[config.mk]
export PLATFORM = sky130hd
export DESIGN_NAME = tmds_encoder_mc
export DESIGN_NICKNAME = d
export VERILOG_FILES = /design/src/rtl/tmds_pkg.sv /design/src/rtl/tmds_lane.sv /design/src/rtl/tmds_encoder_mc.sv
export SDC_FILE = /design/constraint.sdc
export NUM_CORES = 1
export LEC_CHECK = 0
export BUFFER_PORTS_ARGS = -buffer_cell sky130_fd_sc_hd__buf_4
export CAP_MARGIN = 5
export CORE_MARGIN = 2
export CORE_UTILIZATION = 41
export CTS_CLUSTER_SIZE = 30
export DETAILED_ROUTE_END_ITERATION = 12
export PLACE_DENSITY = 0.67
export SLEW_MARGIN = 20
export SYNTH_ARGS = -nofsm -noshare
export SYNTH_HDL_FRONTEND = slang
export SYNTH_SLANG_ARGS = --single-unit
[constraint.sdc]
create_clock -name clk -period 7.8 [get_ports clk]
set_clock_uncertainty 0.05 [all_clocks]
set_input_delay 0.39 -clock clk [delete_from_list [all_inputs] [get_ports clk]]
set_output_delay 0.39 -clock clk [all_outputs]
set_load 0.05 [all_outputs]
[src/rtl/tmds_pkg.sv]
// Shared constants for the TMDS/TERC4 encoder: period modes, fixed code tables
// and the S1 pipeline record.
package tmds_pkg;

  localparam logic [2:0] MODE_CTRL  = 3'd0;
  localparam logic [2:0] MODE_VGB   = 3'd1;
  localparam logic [2:0] MODE_VIDEO = 3'd2;
  localparam logic [2:0] MODE_DGB   = 3'd3;
  localparam logic [2:0] MODE_TERC4 = 3'd4;

  localparam logic [9:0] CTRL_00 = 10'b1101010100;

  localparam logic [9:0] CTRL_CODE [4] = '{
    CTRL_00, 10'b0010101011, 10'b0101010100, 10'b1010101011
  };

  localparam logic [9:0] TERC4_CODE [16] = '{
    10'b0011100101, 10'b1100011001, 10'b0010011101, 10'b0100011101,
    10'b1000111010, 10'b0111100010, 10'b0111000110, 10'b0011110010,
    10'b0011001101, 10'b1001110010, 10'b0011100110, 10'b0110001101,
    10'b0111000101, 10'b1000111001, 10'b1100011010, 10'b1100001101
  };

  localparam logic [9:0] GB_A = 10'b0011001101;
  localparam logic [9:0] GB_B = 10'b1100110010;

  // Everything S2 needs about one lane's symbol, captured in S1.
  typedef struct packed {
    logic [2:0] mode;
    logic [8:0] qm;
    logic [3:0] n1;
    logic [1:0] ctrl;
    logic [3:0] aux;
  } s1_t;

  function automatic logic [3:0] n1_8(input logic [7:0] v);
    n1_8 = '0;
    for (int i = 0; i < 8; i++) n1_8 += {3'b000, v[i]};
  endfunction

endpackage

[src/rtl/tmds_lane.sv]
// One TMDS/TERC4 lane: S1 transition-minimisation stage and S2 symbol/disparity
// stage. LANE selects the guard-band pattern for this lane position.
module tmds_lane
  import tmds_pkg::*;
#(
  parameter int LANE = 0
) (
  input  logic              clk,
  input  logic              resetn,
  input  logic              ce,
  input  logic [2:0]        mode,
  input  logic [7:0]        din,
  input  logic [1:0]        ctrl,
  input  logic [3:0]        aux,
  output logic [9:0]        sym,
  output logic signed [4:0] cnt,
  output logic              illegal
);

  s1_t               s1_d, s1_q;
  logic [9:0]        sym_d, sym_q;
  logic signed [4:0] cnt_d, cnt_q;

  always_comb begin : s1_comb
    logic       acc;
    logic       xnor_sel;
    logic [3:0] ones;
    ones     = n1_8(din);
    xnor_sel = (ones > 4'd4) || (ones == 4'd4 && !din[0]);
    s1_d      = '0;
    s1_d.mode = mode;
    s1_d.ctrl = ctrl;
    s1_d.aux  = aux;
    acc       = din[0];
    s1_d.qm[0] = acc;
    for (int i = 1; i < 8; i++) begin
      acc        = xnor_sel ? ~(acc ^ din[i]) : (acc ^ din[i]);
      s1_d.qm[i] = acc;
    end
    s1_d.qm[8] = ~xnor_sel;
    s1_d.n1    = n1_8(s1_d.qm[7:0]);
  end

  always_comb begin : s2_comb
    logic signed [4:0] n1s;
    logic signed [4:0] n0s;
    logic              q8;
    n1s = signed'({1'b0, s1_q.n1});
    n0s = 5'sd8 - n1s;
    q8  = s1_q.qm[8];
    // NOTE: every output gets a default first so no path can infer a latch;
    // illegal modes fall through to the CTRL encoding with cnt cleared.
    sym_d = CTRL_CODE[s1_q.ctrl];
    cnt_d = 5'sd0;
    case (s1_q.mode)
      MODE_VGB:   sym_d = (LANE % 3 == 1) ? GB_B : GB_A;
      MODE_DGB:   sym_d = (LANE % 3 == 0) ? TERC4_CODE[{2'b11, s1_q.ctrl}] : GB_B;
      MODE_TERC4: sym_d = TERC4_CODE[s1_q.aux];
      MODE_VIDEO: begin
        if (cnt_q == 5'sd0 || n1s == n0s) begin
          sym_d = {~q8, q8, q8 ? s1_q.qm[7:0] : ~s1_q.qm[7:0]};
          cnt_d = q8 ? cnt_q + n1s - n0s : cnt_q + n0s - n1s;
        end else if ((cnt_q > 5'sd0 && n1s > n0s) || (cnt_q < 5'sd0 && n0s > n1s)) begin
          sym_d = {1'b1, q8, ~s1_q.qm[7:0]};
          cnt_d = cnt_q + (q8 ? 5'sd2 : 5'sd0) + n0s - n1s;
        end else begin
          sym_d = {1'b0, q8, s1_q.qm[7:0]};
          cnt_d = cnt_q - (q8 ? 5'sd0 : 5'sd2) + n1s - n0s;
        end
      end
      default: ;
    endcase
  end

  // NOTE: sequential state uses non-blocking assignments only, so every flop
  // samples the pre-edge value of its neighbours.
  always_ff @(posedge clk) begin
    if (!resetn) begin
      s1_q  <= '{mode: MODE_CTRL, default: '0};
      sym_q <= CTRL_00;
      cnt_q <= 5'sd0;
    end else if (ce) begin
      s1_q  <= s1_d;
      sym_q <= sym_d;
      cnt_q <= cnt_d;
    end
  end

  assign sym     = sym_q;
  assign cnt     = cnt_q;
  assign illegal = (s1_q.mode > MODE_TERC4);

endmodule

[src/rtl/tmds_encoder_mc.sv]
// Multi-lane TMDS/TERC4 encoder: NUM_CH lockstep lanes, PIPE extra output
// stages and a sticky illegal-mode flag, all gated by ce.
module tmds_encoder_mc
  import tmds_pkg::*;
#(
  parameter int NUM_CH = 3,
  parameter int PIPE   = 0
) (
  input  logic                  clk,
  input  logic                  resetn,
  input  logic                  ce,
  input  logic [2:0]            mode,
  input  logic [8*NUM_CH-1:0]   din,
  input  logic [2*NUM_CH-1:0]   ctrl,
  input  logic [4*NUM_CH-1:0]   aux,
  output logic [10*NUM_CH-1:0]  dout,
  output logic [5*NUM_CH-1:0]   disp,
  output logic                  mode_err
);

  localparam int DW = 10 * NUM_CH;
  localparam int CW = 5 * NUM_CH;

  logic [DW-1:0]     core_dout;
  logic [CW-1:0]     core_disp;
  logic [NUM_CH-1:0] lane_illegal;
  logic              mode_err_d, mode_err_q;

  for (genvar i = 0; i < NUM_CH; i++) begin : g_lane
    tmds_lane #(.LANE(i)) u_lane (
      .clk     (clk),
      .resetn  (resetn),
      .ce      (ce),
      .mode    (mode),
      .din     (din[8*i +: 8]),
      .ctrl    (ctrl[2*i +: 2]),
      .aux     (aux[4*i +: 4]),
      .sym     (core_dout[10*i +: 10]),
      .cnt     (core_disp[5*i +: 5]),
      .illegal (lane_illegal[i])
    );
  end

  // All lanes see the same mode, so any lane's flag marks the symbol entering S2.
  always_comb mode_err_d = mode_err_q | (|lane_illegal);

  always_ff @(posedge clk) begin
    if (!resetn)  mode_err_q <= 1'b0;
    else if (ce)  mode_err_q <= mode_err_d;
  end

  assign mode_err = mode_err_q;

  if (PIPE == 0) begin : g_nopipe
    assign dout = core_dout;
    assign disp = core_disp;
  end else begin : g_pipe
    logic [DW-1:0] dout_pipe_d [PIPE];
    logic [DW-1:0] dout_pipe_q [PIPE];
    logic [CW-1:0] disp_pipe_d [PIPE];
    logic [CW-1:0] disp_pipe_q [PIPE];

    always_comb begin
      dout_pipe_d[0] = core_dout;
      disp_pipe_d[0] = core_disp;
      for (int s = 1; s < PIPE; s++) begin
        dout_pipe_d[s] = dout_pipe_q[s-1];
        disp_pipe_d[s] = disp_pipe_q[s-1];
      end
    end

    // NOTE: the delay stages are reset like any other flop (not treated as
    // memory) so dout shows the CTRL/00 idle code straight out of reset.
    always_ff @(posedge clk) begin
      if (!resetn) begin
        for (int s = 0; s < PIPE; s++) begin
          dout_pipe_q[s] <= {NUM_CH{CTRL_00}};
          disp_pipe_q[s] <= '0;
        end
      end else if (ce) begin
        dout_pipe_q <= dout_pipe_d;
        disp_pipe_q <= disp_pipe_d;
      end
    end

    assign dout = dout_pipe_q[PIPE-1];
    assign disp = disp_pipe_q[PIPE-1];
  end

endmodule

# Word level (Yosys, flattened, before mapping)
# Memory sizes are Yosys's and may differ from the RTL's.
# Index checks and enable logic that the tools add are counted.
# totals
regBits	106
rom_bits	640
out_inout_bits	46
word_cells	284
mem_count	4
# memory_table
name	depth	width	read_ports	rd_ports_with_merged_regs	write_ports	line	rtl
(name not given)	16	10	1	0	0	tmds_lane.sv:58	MODE_TERC4: sym_d = TERC4_CODE[s1_q.aux];
(name not given)	16	10	1	0	0	tmds_lane.sv:58	
(name not given)	16	10	1	0	0	tmds_lane.sv:57	MODE_DGB: sym_d = (LANE % 3 == 0) ? TERC4_CODE[{2'b11, s1_q.ctrl}] : GB_B;
(name not given)	16	10	1	0	0	tmds_lane.sv:58	
# classes
add_sub_neg	75
magnitude_cmp	23
n_eq_ne	10
mux	68
bitwise	59
n_reduce_logical	25
# ops
operator	count
2-to-1 mux 10 bit	20
adder 4 x 1 -> 4 bit	36
case mux 10 bit (4 select lines)	2
adder 5 bit	15
subtractor 5 bit	15
binary-select mux 10 bit (select 2 bit)	3
2-to-1 mux 5 bit	12
> comparator 5 bit	6
case mux 10 bit (3 select lines)	1
NOT 1 bit	27
2-to-1 mux 8 bit	3
NOT 8 bit	3
2-to-1 mux 1 bit	21
XOR 1 bit	21
>= comparator 5 bit, second input constant	4
NOT 4 -> 5 bit	4
== test 5 bit	3
> comparator 5 x 1 -> 1 bit, second input constant	3
logical NOT 5 bit	3
< comparator 5 x 1 -> 1 bit, second input constant	3
subtractor 4 x 4 -> 5 bit, first input constant	3
adder 1 x 1 -> 2 bit	6
== test 4 x 3 -> 1 bit, second input constant	3
> comparator 4 x 3 -> 1 bit, second input constant	3
other kinds (12)	40

# Longest topological paths before layout
# depth
depth_word	30
depth_mapped	23
mapped_depth_nobuf	23

# Modules after synthesis
# Synthesis repeated with hierarchy kept, for this count alone.
# unflattened
cells_unflattened	1302
hier_area_um2	11215.8
# modules_own_cells
mod	n_inst	cells_per_inst	area_per_inst_um2	seq_area_each_um2
tmds_lane at g_lane[0].u_lane	1	457	3877.5	740.7
tmds_lane at g_lane[1].u_lane	1	423	3679.8	740.7
tmds_lane at g_lane[2].u_lane	1	418	3617.2	740.7
tmds_encoder_mc	1	4	41.3	20.0

# Worst setup path after synthesis
# Ideal clock, no wire load.
# synth_timing
path_type	input to register
from	in din[8]
to	reg g_lane[1].u_lane.s1_q[8] in the netlist's numbering
arrival_time_ns	5.682
slack_ns	1.951
path_stages	22
path_buffers	0
cell_sequence	ha_1 -> inv_1 -> fa_1 -> fa_1 -> inv_1 -> fa_1 -> fa_1 -> nor2_1 -> a21oi_1 -> a21oi_1 -> xnor2_1 -> ha_1 -> inv_1 -> fa_1 -> inv_1 -> fa_1 -> inv_1 -> fa_1 -> fa_1 -> xnor2_1 -> mux2i_1 -> nor2b_1
# synth_rtl
element	line	rtl
start, declared	tmds_encoder_mc.sv:13	input logic [8*NUM_CH-1:0] din,
end signal, assigned	tmds_lane.sv:79	s1_q <= '{mode: MODE_CTRL, default: '0};
end signal, assigned	tmds_lane.sv:83	s1_q <= s1_d;
end, declared	tmds_lane.sv:20	s1_t s1_d, s1_q;

==> impl_metrics.env <==
export IMPL_fmax_ghz=0.168
export IMPL_die_h_um=159
export IMPL_crit_fanout=4
export IMPL_rrSetupSlack_ns=3.88
export IMPL_cts_path_max_buffers=2
export IMPL_postSynth_asyncResetShare=0
export IMPL_worst_path_max_delay_cell="fa_1"
export IMPL_io_pins=94
export IMPL_cpPeakStageDelay_ns=0.54
export IMPL_grt_antenna_before_repair=0
export IMPL_crit_type="input port to register"
export IMPL_antenna_cells=0
export IMPL_fin_tns_setup_ns=0
export IMPL_end_kind="register"
export IMPL_nFillCells=2351
export IMPL_yosysTopAreaCell="dfxtp_1"
export IMPL_cap_violations=0
export IMPL_chipWidth_um=159
export IMPL_ctsHoldBuffers=0
export IMPL_path_clk_slew_ns=0.07
export IMPL_wire_per_inst_um=15.7
export IMPL_syn_cell_area_um2=9910
export IMPL_hold_viol_final=0
export IMPL_initial_core_util=0.420
export IMPL_grt_pass1_wl_um=40900
export IMPL_dp_cells=1550
export IMPL_drive_above_1_share=0.100
export IMPL_cts_root_buf="clkbuf_16"
export IMPL_layout_nets=1441
export IMPL_crit_path_start_kind="input port"
export IMPL_tightest_slew_ns=0.898
export IMPL_synth_avg_cell_area_um2=8.29
export IMPL_core_um2=23600
export IMPL_setup_violations_final=0
export IMPL_synth_nets=1394
export IMPL_tritoncts="done"
export IMPL_area_growth_pct=11.9
export IMPL_post_route_min_period_ns=5.96
export IMPL_slew_violations=0
export IMPL_viasPerCell=5.20
export IMPL_p_per_area_nw_per_um2=403
export IMPL_seq_area_frac_synth=0.214
export IMPL_io_buffers=93
export IMPL_vias=8150
export IMPL_ir_worst_vdd_v=0.000198
export IMPL_cts_sinks=106
export IMPL_cp_required_ns=8.00
export IMPL_r2r_cells=15
export IMPL_outcome="completed"
export IMPL_grt_total_usage=0.197
export IMPL_grt_pass1_vias=8069
export IMPL_netlist_instances=1195
export IMPL_final_antenna_net_count=0
export IMPL_synth_flop_cell="dfxtp_1"
export IMPL_maxSlewHeadroom=0.399
export IMPL_cpMostUsedCell="fa_1"
export IMPL_insertion_delay_ns=0.36
export IMPL_rsz0062_at_grt="false"
export IMPL_cp_cell_sequence="buf_4, ha_1, inv_1, fa_1, fa_1, inv_1, fa_1, fa_1, xnor2_1, a21oi_1, a21oi_1, xnor2_1, ha_1, inv_1, fa_1, inv_1, fa_1, inv_1, fa_1, fa_1, xnor2_1, mux2i_1, nor2b_1"
export IMPL_rows=56
export IMPL_synth_edf_count=0
export IMPL_wl_um=24600
export IMPL_cts_resized=0
export IMPL_dr_pass1_iters=5
export IMPL_yosysWarnings=0
export IMPL_finalNonFillerCells=1566
export IMPL_overflow=0
export IMPL_hp_class="input port to register"
export IMPL_min_path_cells=3
export IMPL_place_gp_congestion=0.884
export IMPL_synth_cell_types=63
export IMPL_leakagePower_nw=5.05
export IMPL_h_tree_depth=3
export IMPL_worstPathArrival_ns=6.16
export IMPL_drc=0
export IMPL_synthTopCellsByArea="dfxtp_1 (21%), ha_1 (14%), xnor2_1 (8.2%)"
export IMPL_dp_hpwl_um=19000
export IMPL_fin_crit_sh=0.764
export IMPL_dieArea_um2=25400
export IMPL_drt_iter0_markers=498
export IMPL_postCtsSetupBuffers=0
export IMPL_cts_buffers=9
export IMPL_grt_max_degree=83
export IMPL_yosys_register_bits=106
export IMPL_yosys_area_top_type_share=0.214
## worst max-delay path: cells and delay by family
| family | cells | cell delay, ns |
|---|---|---|
| AO/OA/AOI/OAI | 2 | 0.45 |
| multiplexers | 1 | 0.12 |
| adder cells (fa/ha/maj) | 10 | 4.21 |
| buffers and inverters | 6 | 0.43 |
| XOR/XNOR | 3 | 0.47 |
| AND/OR/NAND/NOR | 1 | 0.06 |
## final timing paths
check | end | from
min reg2reg | g_lane[1].u_lane.sym[5] | g_lane[1].u_lane.sym[5]
min | g_lane[2].u_lane.s1_q[5] | ctrl[5]
max reg2reg | g_lane[0].u_lane.cnt[4] | g_lane[0].u_lane.s1_q[6]
max | g_lane[1].u_lane.s1_q[8] | din[8]
## power by group
group	leakage, nW	internal (mW)	switching [mW]	total (mW)
combinational	4.03	1.51	1.76	3.26
sequential	0.873	0.613	0.125	0.739
clock	0.144	0.252	0.214	0.466
## registers in the layout (all words and copies together), names as in the netlist
name                count
g_lane.u_lane.cnt      15
mode_err                1
g_lane.u_lane.sym      30
g_lane.u_lane.s1_q     60
## placed cells by master, fill, tap and decap left out, drive strengths merged, types with 5 or more instances in the layout
cell and n:
a211oi 6, a21o 18, a21oi 77, a221oi 5
a22oi 6, a31oi 8, and2 11, buf 96
clkbuf 11, dfxtp 106, fa 38, ha 113
inv 136, mux2i 59, nand2 104, nand2b 10
nor2 55, nor2b 53, nor3 11, nor3b 6
o211a 11, o211ai 15, o21a 5, o21ai 87
o221ai 5, o22ai 15, o311ai 5, xnor2 94
xor2 33
## cell families after synthesis
logic type                 share of synthesized area
xor gates and xnor gates                       0.114
muxes                                         0.0623
AOI/OAI and AO/OA                              0.189
and+or+nand+nor                                0.126
adders and majority gates                      0.220
DFF                                            0.214
buffers and inverters                         0.0750
## area by class of cell
cell class	instances	area (um^2)	share of cell area
timing repair buffer	96	721	0.0650
clock buffer	11	233	0.0210
multi-input combinational	895	7050	0.636
inverter	134	503	0.0454
sequential	106	2120	0.191
clock inverter	5	61.3	0.00553
tap	319	399	0.0360
## through the flow
| stage | util | area (um^2) | hold WS, ns | setup WS [ns] | power (mW) |
|---|---|---|---|---|---|
| 2_1_floorplan | - | 9910 | 0.423 | 1.95 | 3.37 |
| 3_3_place_gp | 0.457 | 10800 | 0.392 | 1.65 | 3.92 |
| 3_5_place_dp | 0.457 | 10800 | 0.399 | 1.43 | 4.01 |
| 4_1_cts | 0.469 | 11100 | 0.227 | 1.81 | 4.51 |
| 5_1_grt | 0.470 | 11100 | 0.243 | 1.54 | 4.98 |
| 6_report | 0.470 | 11100 | 0.235 | 1.84 | 4.47 |
## Yosys cell counts (all sizes together), types with 15 or more instances
cell type,instances
nand2,104
a21o,18
nor2,55
nor2b,53
mux2i,59
a21oi,77
o21ai,87
xnor2,94
clkbuf,52
inv,134
fa,38
o22ai,15
ha,113
xor2,33
o211ai,15
dfxtp,106
## metal layers
metal	wire length, um	part of all wire	track usage
met5	0	0	0
met4	577	0.023	0.0620
met3	999	0.041	0.0300
met2	11100	0.45	0.317
met1	12000	0.49	0.273
Note: power is estimated with default switching activity, not from simulation.
